$ cat src/rtl/conv_pkg.sv
// Shared types and default sizes for the convolution window scheduler.
package conv_pkg;
  localparam int CNT_W   = 8;
  localparam int OFM_W   = 13;
  localparam int ENG_LAT = 2;

  typedef enum logic [2:0] {
    ST_IDLE,
    ST_LOAD_W,
    ST_STREAM,
    ST_DRAIN,
    ST_DONE
  } state_t;
endpackage

$ cat src/rtl/conv_res_fifo.sv
// First-word-fall-through result FIFO with occupancy count.
// A push into a full FIFO is accepted only when a pop happens in the same cycle.
module conv_res_fifo #(
  parameter int DEPTH = 4,
  parameter int WIDTH = 21,
  localparam int AW = $clog2(DEPTH),
  localparam int CW = AW + 1
) (
  input  logic             clk,
  input  logic             rst_n,
  input  logic             push,
  input  logic [WIDTH-1:0] push_data,
  input  logic             pop,
  output logic             head_valid,
  output logic [WIDTH-1:0] head_data,
  output logic [CW-1:0]    count,
  output logic             full
);
  logic [WIDTH-1:0] mem [DEPTH];
  logic [AW-1:0]    wr_ptr;
  logic [AW-1:0]    rd_ptr;
  logic             do_push;
  logic             do_pop;

  assign head_valid = (count != '0);
  assign full       = (count == CW'(DEPTH));
  assign do_pop     = pop & head_valid;
  assign do_push    = push & (!full | do_pop);
  assign head_data  = head_valid ? mem[rd_ptr] : '0;

  // NOTE: storage is deliberately not reset; head_data is masked while empty so no X escapes.
  always_ff @(posedge clk) begin
    if (do_push) mem[wr_ptr] <= push_data;
  end

  always_ff @(posedge clk or negedge rst_n) begin
    if (!rst_n) begin
      wr_ptr <= '0;
      rd_ptr <= '0;
      count  <= '0;
    end else begin
      if (do_push) wr_ptr <= wr_ptr + 1'b1;
      if (do_pop)  rd_ptr <= rd_ptr + 1'b1;
      case ({do_push, do_pop})
        2'b10:   count <= count + 1'b1;
        2'b01:   count <= count - 1'b1;
        default: ;
      endcase
    end
  end
endmodule

$ cat src/rtl/conv_window_scheduler.sv
// Sequences one convolution job: weight load, credit-gated window issue, result collection.
// Credit counts in-flight engine results so a returning result always has a FIFO slot.
module conv_window_scheduler #(
  parameter int CNT_W      = conv_pkg::CNT_W,
  parameter int FIFO_DEPTH = 4,
  parameter int ENG_LAT    = conv_pkg::ENG_LAT,
  parameter int OFM_W      = conv_pkg::OFM_W
) (
  input  logic             clk,
  input  logic             rst_n,
  input  logic             start,
  input  logic [CNT_W-1:0] num_win,
  output logic             busy,
  output logic             done,
  output logic             err,
  input  logic             w_src_valid,
  output logic             w_src_ready,
  input  logic             win_valid,
  output logic             win_ready,
  output logic             eng_weight_valid,
  output logic             eng_in_valid,
  input  logic             eng_out_valid,
  input  logic [OFM_W-1:0] eng_ofm,
  output logic             res_valid,
  input  logic             res_ready,
  output logic [OFM_W-1:0] res_data,
  output logic [CNT_W-1:0] res_idx
);
  import conv_pkg::*;

  localparam int CW = $clog2(FIFO_DEPTH) + 1;

  state_t                   state;
  logic [CNT_W-1:0]         num_lat;
  logic [CNT_W-1:0]         issued;
  logic [CNT_W-1:0]         idx_ctr;
  logic [CW-1:0]            inflight;
  logic [CW-1:0]            fifo_count;
  logic [CW:0]              occupancy;
  logic                     fifo_full;
  logic                     credit_ok;
  logic                     pop;
  logic                     ret_ok;
  logic [CNT_W+OFM_W-1:0]   head;

  assign occupancy        = {1'b0, fifo_count} + {1'b0, inflight};
  assign credit_ok        = occupancy < (CW+1)'(FIFO_DEPTH);
  assign w_src_ready      = (state == ST_LOAD_W);
  assign eng_weight_valid = w_src_valid & w_src_ready;
  assign win_ready        = (state == ST_STREAM) && credit_ok && (issued < num_lat);
  assign eng_in_valid     = win_valid & win_ready;
  assign pop              = res_valid & res_ready;
  assign ret_ok           = eng_out_valid && (inflight != '0) && (!fifo_full || pop);
  assign {res_idx, res_data} = head;

  conv_res_fifo #(
    .DEPTH (FIFO_DEPTH),
    .WIDTH (CNT_W + OFM_W)
  ) u_fifo (
    .clk        (clk),
    .rst_n      (rst_n),
    .push       (ret_ok),
    .push_data  ({idx_ctr, eng_ofm}),
    .pop        (res_ready),
    .head_valid (res_valid),
    .head_data  (head),
    .count      (fifo_count),
    .full       (fifo_full)
  );

  // NOTE: all state below uses non-blocking assignments so every branch sees pre-edge values.
  always_ff @(posedge clk or negedge rst_n) begin
    if (!rst_n) begin
      state    <= ST_IDLE;
      busy     <= 1'b0;
      done     <= 1'b0;
      err      <= 1'b0;
      num_lat  <= '0;
      issued   <= '0;
      idx_ctr  <= '0;
      inflight <= '0;
    end else begin
      done <= 1'b0;
      if (eng_out_valid && !ret_ok) err <= 1'b1;
      if (eng_in_valid) issued <= issued + 1'b1;
      if (ret_ok) idx_ctr <= idx_ctr + 1'b1;
      case ({eng_in_valid, ret_ok})
        2'b10:   inflight <= inflight + 1'b1;
        2'b01:   inflight <= inflight - 1'b1;
        default: ;
      endcase

      case (state)
        ST_IDLE: begin
          if (start) begin
            num_lat <= num_win;
            issued  <= '0;
            idx_ctr <= '0;
            // An empty job only pulses done; busy stays low for it.
            if (num_win == '0) begin
              state <= ST_DONE;
              done  <= 1'b1;
            end else begin
              state <= ST_LOAD_W;
              busy  <= 1'b1;
            end
          end
        end
        ST_LOAD_W: if (w_src_valid) state <= ST_STREAM;
        ST_STREAM: if (issued == num_lat) state <= ST_DRAIN;
        ST_DRAIN: begin
          if (inflight == '0 && !res_valid) begin
            state <= ST_DONE;
            done  <= 1'b1;
          end
        end
        ST_DONE: begin
          state <= ST_IDLE;
          busy  <= 1'b0;
        end
        default: state <= ST_IDLE;
      endcase
    end
  end

  a_strobe_excl: assert property (@(posedge clk) disable iff (!rst_n)
    !(eng_weight_valid && eng_in_valid));
  a_inflight_max: assert property (@(posedge clk) disable iff (!rst_n)
    inflight <= CW'(ENG_LAT + 1));
endmodule

$ cat config.mk
export PLATFORM = sky130hd
export DESIGN_NAME = conv_window_scheduler
export DESIGN_NICKNAME = d
export VERILOG_FILES = /design/src/rtl/conv_pkg.sv /design/src/rtl/conv_res_fifo.sv /design/src/rtl/conv_window_scheduler.sv
export SDC_FILE = /design/constraint.sdc
export NUM_CORES = 1
export LEC_CHECK = 0
export ABC_AREA = 1
export CORE_MARGIN = 1.5
export CORE_UTILIZATION = 50
export DETAILED_ROUTE_END_ITERATION = 8
export PLACE_DENSITY = 0.71
export REMOVE_ABC_BUFFERS = 1
export SYNTH_ARGS = -nofsm -noshare
export SYNTH_HDL_FRONTEND = slang
export SYNTH_HIERARCHICAL = 1
export SYNTH_SLANG_ARGS = --single-unit
$ cat constraint.sdc
create_clock -name clk -period 2.6 [get_ports clk]
set_input_delay 0.78 -clock clk [delete_from_list [all_inputs] [get_ports clk]]
set_output_delay 0.78 -clock clk [all_outputs]
set_load 0.1 [all_outputs]
==> impl_metrics.json, run 1 <==
{
  "status": "complete, but fails checks",
  "violations": "setup timing",
  "synthXorXnorAreaFrac_pct": 1.21,
  "rows": 39,
  "tightest_slew_ns": 0.442,
  "drt_iter0_drc": 303,
  "place.gp.congestion": 0.840,
  "yosys.area_share.simple_pct": 17.8,
  "fin_skew_ns": 0.00851,
  "wl_um": 12000,
  "h-tree-depth": 4,
  "port_buffers": 56,
  "critPathArrivalTime_ns": 1.85,
  "clock-sinks": 124,
  "slew_viol_final": 0,
  "period_needed_ns": 2.63,
  "cts_max_path_buffers": 2,
  "cts_inserted_buffers": 17,
  "area_growth_pct": 35.8,
  "coreArea_um2": 11300,
  "final_antenna_net_count": 0,
  "drc": 0,
  "synth.cell_area_um2": 5770,
  "cap_violations": 0,
  "ys_seq_elements": 124,
  "ys_seq_area_share_pct": 61.0,
  "die-area_um2": 12200,
  "fin_crit_sh_pct": 101,
  "wl_per_cell_um": 14.8,
  "synth_compound_area_share_pct": 9.27,
  "crit_fanout": 3,
  "synth_adder_area_share_pct": 4.38,
  "synth_top_area_cell": "edfxtp_1",
  "fin_ws_ns": -0.0294,
  "synth_top_area_share_pct": 43.7,
  "critPathMaxStageDelay_ns": 0.42,
  "ys_warn_count": 6,
  "fmax_mhz": 380,
  "cp.required_ns": 1.82,
  "utilization_pct": 69.3,
  "dr.pass1.iters": 4,
  "vias": 4192,
  "grt_setup_unrepaired": "yes",
  "ys_types": 39,
  "path_cells": "ha_1 > nand2_1 > nor2_1 > nand2_2 > nand3_4 > clkinv_4 > buf_12",
  "synth_cells": 566,
  "pin_count": 57,
  "die_y_um": 110,
  "start_kind": "flop",
  "synth.mux.area_fraction_pct": 0,
  "finalHoldViolCount": 0,
  "fill_cells": 806,
  "grt_usage_pct": 20.2,
  "grt_max_degree": 44,
  "fin_nets": 704,
  "avgSynthCellArea_um2": 10.2,
  "die_w_um": 110,
  "netlist_top_cells_area": "edfxtp_1, dfrtp_1, nor2_1",
  "grt_pass1_wl_um": 19600,
  "diodes": 0,
  "worst-setup-path-type": "flop to output port",
  "relSlewSlack_pct": 70.4,
  "vias_per_cell": 5.16,
  "synth_top_family_by_area": "simple AND/OR/NAND/NOR gates",
  "cts-root-buf": "clkbuf_16",
  "initial_core_util_pct": 51.0,
  "drive_gt1_share_pct": 24.3,
  "dpl.hpwl_um": 7330,
  "grt.overflow.total": 0,
  "cts_tree": "built",
  "critPathSlowestCell": "dfrtp_1",
  "clk_pin_slew_ns": 0.06,
  "grt_pass1_vias": 4205,
  "clk_latency_ns": 0.40,
  "crit_path_end_kind": "output port",
  "hold_path.class": "primary input to async pin",
  "antenna_found_initial": 0,
  "finalSetupViolCount": 2
}
## worst max-delay path, delay by kind of cell (launching register included)
kind / cells / cell delay [ns]
buffers and inverters: 2 / 0.23
adder cells (fa/ha/maj): 1 / 0.29
AND/OR/NAND/NOR: 4 / 0.50
flip-flops: 1 / 0.42
## path summary, 6_finish.rpt
kind	start	depth (start not counted)	end	slack, ns
setup / recovery	issued[6]	7	eng_in_valid	-0.03
hold / removal	rst_n	2	done	0.34
setup reg to reg	issued[6]	13	inflight[2]	0.03
hold reg to reg	err	1	err	0.47
max in group asynchronous	rst_n	2	u_fifo/rd_ptr[1]	2.04
min in group clk	err	1	err	0.47
## state kept, by name, summed over array words and instances, names as in the netlist
signal / count
u_fifo/mem: 84
idx_ctr: 8
issued: 8
num_lat: 8
inflight: 3
state: 3
u_fifo/count: 3
u_fifo/rd_ptr: 2
u_fifo/wr_ptr: 2
busy: 1
done: 1
err: 1
## cells by family (layout without fill, tap and decap cells)
| kind of cell | count (synthesis) | count (layout) |
|---|---|---|
| buffers and inverters | 85 | 189 |
| XOR/XNOR | 8 | 8 |
| flip-flops | 124 | 124 |
| AO/OA/AOI/OAI | 101 | 101 |
| AND/OR/NAND/NOR | 229 | 229 |
| adder cells (fa/ha/maj) | 19 | 19 |
## layout make-up
cell class | instances | area (um^2) | share of cell area, %
clock buffers | 19 | 433 | 5.52
clock inverters | 13 | 216 | 2.76
inverters | 67 | 280 | 3.57
multi-input cells | 357 | 2020 | 25.8
flip-flops and latches | 124 | 3530 | 45.0
well taps | 143 | 179 | 2.28
repair buffers | 90 | 1180 | 15.1
## cells in the final DEF (no fill, tap or decap), types with 2 or more instances in the layout
cell,Yosys,final
nand2_1,60,60
nor2_2,2,10
xnor2_1,3,3
buf_4,3,26
nor3_1,5,5
inv_2,7,7
clkdlybuf4s50_1,0,26
xor2_1,5,5
nand3_2,2,2
ha_4,0,4
fa_1,2,2
inv_1,57,55
dfrtp_2,0,3
nand2_2,9,9
a21oi_1,31,15
clkbuf_1,1,2
ha_1,17,13
clkbuf_16,0,19
dfrtp_1,40,37
nand4_1,11,11
o21ai_1,39,43
clkinvlp_4,0,3
nand3_1,4,4
a21oi_2,1,17
nand2_4,4,4
bufinv_16,0,5
buf_6,2,3
clkinv_4,0,5
buf_12,0,32
edfxtp_1,84,84
nor2_1,126,117
nor2_4,2,3
o21ai_0,24,20
## cell usage after synthesis (all sizes together)
cell and n:
clkinv 2, a41oi 1, a21boi 1, nand3b 1, a21oi 32, buf 14, o21ai 64, edfxtp 84
inv 65, nand2 73, a21o 1, clkbuf 4, o21bai 1, xor2 5, nor3 6, fa 2
nand4 11, xnor2 3, nand3 7, ha 17, dfrtp 40, nor2 131, a32oi 1
## through the flow
step	TNS (ns)	hold WS (ns)	setup WS [ns]	cell area, um^2	cells
3_5_place_dp	-0.165	0.450	-0.114	6870	766
6_report	-0.0315	0.339	-0.0294	7840	813
2_1_floorplan	-35.70	0.453	-2.31	5670	548
4_1_cts	-0.157	0.338	-0.0846	7600	803
5_1_grt	-0.596	0.350	-0.0942	7840	813
3_3_place_gp	-0.0923	0.455	-0.0633	6870	766
## layer usage
| layer | part of all wire [%] | routed length [um] | global-route usage (%) | vias to the layer above |
|---|---|---|---|---|
| li1 | - | - | - | 2066 |
| met1 | 42 | 5030 | 23.8 | 2001 |
| met2 | 52 | 6310 | 35.5 | 111 |
| met3 | 4.2 | 502 | 5.16 | 14 |
| met4 | 1.7 | 207 | 7.78 | 0 |
| met5 | 0 | 0 | 0 | - |
## what timing repair did
| action | 4_1_cts | 5_1_grt |
|---|---|---|
| hold buffers | 0 | 0 |
| setup buffers | 5 | 8 |
| gates cloned | 0 | 2 |
| resized for setup | 14 | 36 |
| endpoints found under the setup margin | 23 | 23 |
| pin swaps | 4 | 11 |
Power of run 1 is left out: the tool's default activity adds up to more than one toggle a clock period on the data nets, which glitch-free logic cannot reach.
==> inputs of run 2 (changes only) <==
- CORE_UTILIZATION: 50 -> 51
- PLACE_DENSITY: 0.71 -> 0.72
==> impl_metrics.json, run 2 (synthesized netlist as in run 1, its figures left out) <==
{
  "status": "complete, but fails checks",
  "violations": "setup timing",
  "fin_skew_ns": 0.00757,
  "fin_area_um2": 7870,
  "drive_gt1_share_pct": 27.2,
  "rows": 38,
  "slew_viol_final": 0,
  "drc": 0,
  "wl_um": 13200,
  "layout_commonest_cell": "nor2_1",
  "drt_iter0_drc": 273,
  "critPathArrivalTime_ns": 1.89,
  "place_area_um2": 6840,
  "area_growth_pct": 36.4,
  "dr.pass1.iters": 5,
  "vias": 4422,
  "wl_per_cell_um": 16.2,
  "regToRegEndpoint": "inflight[2]",
  "cp.required_ns": 1.82,
  "finalSetupViolCount": 2,
  "port_buffers": 56,
  "utilization_pct": 72.0,
  "final_cell_count_no_fill": 817,
  "crit_fanout": 7,
  "worstSetupEndpoint": "eng_in_valid",
  "cts-root-buf": "clkbuf_16",
  "hold_path.class": "primary input to async pin",
  "cts_tree": "built",
  "rrSetupSlack_ns": 0.13,
  "cts_inserted_buffers": 17,
  "tightest_slew_ns": 0.618,
  "pin_count": 57,
  "clk_latency_ns": 0.41,
  "cap_violations": 0,
  "h-tree-depth": 4,
  "cts_max_path_buffers": 2,
  "multi_input_area_um2": 2060,
  "period_needed_ns": 2.67,
  "initial_core_util_pct": 52.8,
  "grt.overflow.total": 0,
  "fill_cells": 730,
  "clk_pin_slew_ns": 0.06,
  "die_w_um": 109,
  "relSlewSlack_pct": 58.8,
  "grt_pass1_wl_um": 19800,
  "die-area_um2": 12000,
  "place.gp.congestion": 0.822,
  "fin_nets": 711,
  "clock-sinks": 124,
  "grt_usage_pct": 22.1,
  "grt_pass1_vias": 4162,
  "worst-setup-path-type": "flop to output port",
  "worstSetupStartpoint": "num_lat[5]",
  "layout.area.seq_um2": 3530,
  "die_y_um": 109,
  "fmax_mhz": 374,
  "fin_crit_sh_pct": 103,
  "critPathMaxStageDelay_ns": 0.39,
  "coreArea_um2": 10900,
  "dp_cells": 763,
  "largest_reg_flops": 84,
  "dpl.hpwl_um": 7820,
  "path_cells": "inv_2 > ha_4 > nand2_1 > nand2_1 > nand2_2 > nand2_2 > nor2_8 > nand3_4 > clkinv_4 > buf_12",
  "diodes": 0,
  "vias_per_cell": 5.41,
  "crit_path_end_kind": "output port",
  "critPathSlowestCell": "dfrtp_1",
  "finalHoldViolCount": 0,
  "grt_setup_unrepaired": "yes",
  "start_kind": "flop",
  "rr_worst_depth": 12,
  "largest_register": "u_fifo/mem",
  "cts_hold_buf": 0,
  "final_antenna_net_count": 0,
  "fin_ws_ns": -0.0743,
  "grt_max_degree": 44,
  "antenna_found_initial": 0,
  "layout_common_cells": "nor2_1, edfxtp_1, nand2_1",
  "r2r-start": "issued[4]"
}
## run 2: cell count changes in the layout (fill, tap and decap cells not counted), sizes merged
cell and change:
bufinv -3, clkbuf -2, buf +7, clkinv -1, inv +6
## run 2: through the flow
step | worst slack (ns) | hold WS (ns) | TNS (ns)
floorplan | -2.31 | 0.453 | -35.70
global placement | -0.0158 | 0.442 | -0.0158
detailed placement | -0.0840 | 0.450 | -0.0952
CTS | -0.138 | 0.400 | -0.270
global route | -0.168 | 0.415 | -1.14
finish | -0.0743 | 0.381 | -0.136
## run 2: metal layers
metal  GRT usage, %  up-vias  share of wire, %
li1               -     2083                 -
met5              0        -                 0
met3           5.04       25               5.1
met4           7.88        0               2.4
met2           40.4      152                54
met1           25.1     2162                39
## run 2: layout make-up
class | count | area share (%)
Tap cell | 140 | 2.22
Clock buffer | 18 | 5.45
Timing Repair Buffer | 96 | 15.3
Sequential cell | 124 | 44.8
Multi-Input combinational cell | 357 | 26.2
Inverter | 67 | 3.73
Timing Repair inverter | 1 | 0.254
Clock inverter | 14 | 2.03
## run 2: repair_timing
item,CTS,global route
setup endpoints to repair,23,23
pin swaps,8,19
resized for setup,21,55
gates cloned,0,3
buffers inserted,3,16
## run 2: worst min path at each step
stage               slack [ns]         end  startpoint  cells past startpoint
floorplan                 0.45  num_lat[1]  num_lat[1]                      2
global placement          0.44         err         err                      1
detailed placement        0.45         err         err                      1
CTS                       0.40   issued[3]       rst_n                      1
global route              0.42   issued[4]       rst_n                      1
finish                    0.38   issued[3]       rst_n                      1
## run 2: critical path, delay by kind of cell (launching register included)
family | cells | cell delay [ns]
buffers and inverters | 3 | 0.31
and+or+nand+nor | 6 | 0.58
DFF | 1 | 0.39
adders and majority gates | 1 | 0.20
Power of run 2 is left out for the same reason.
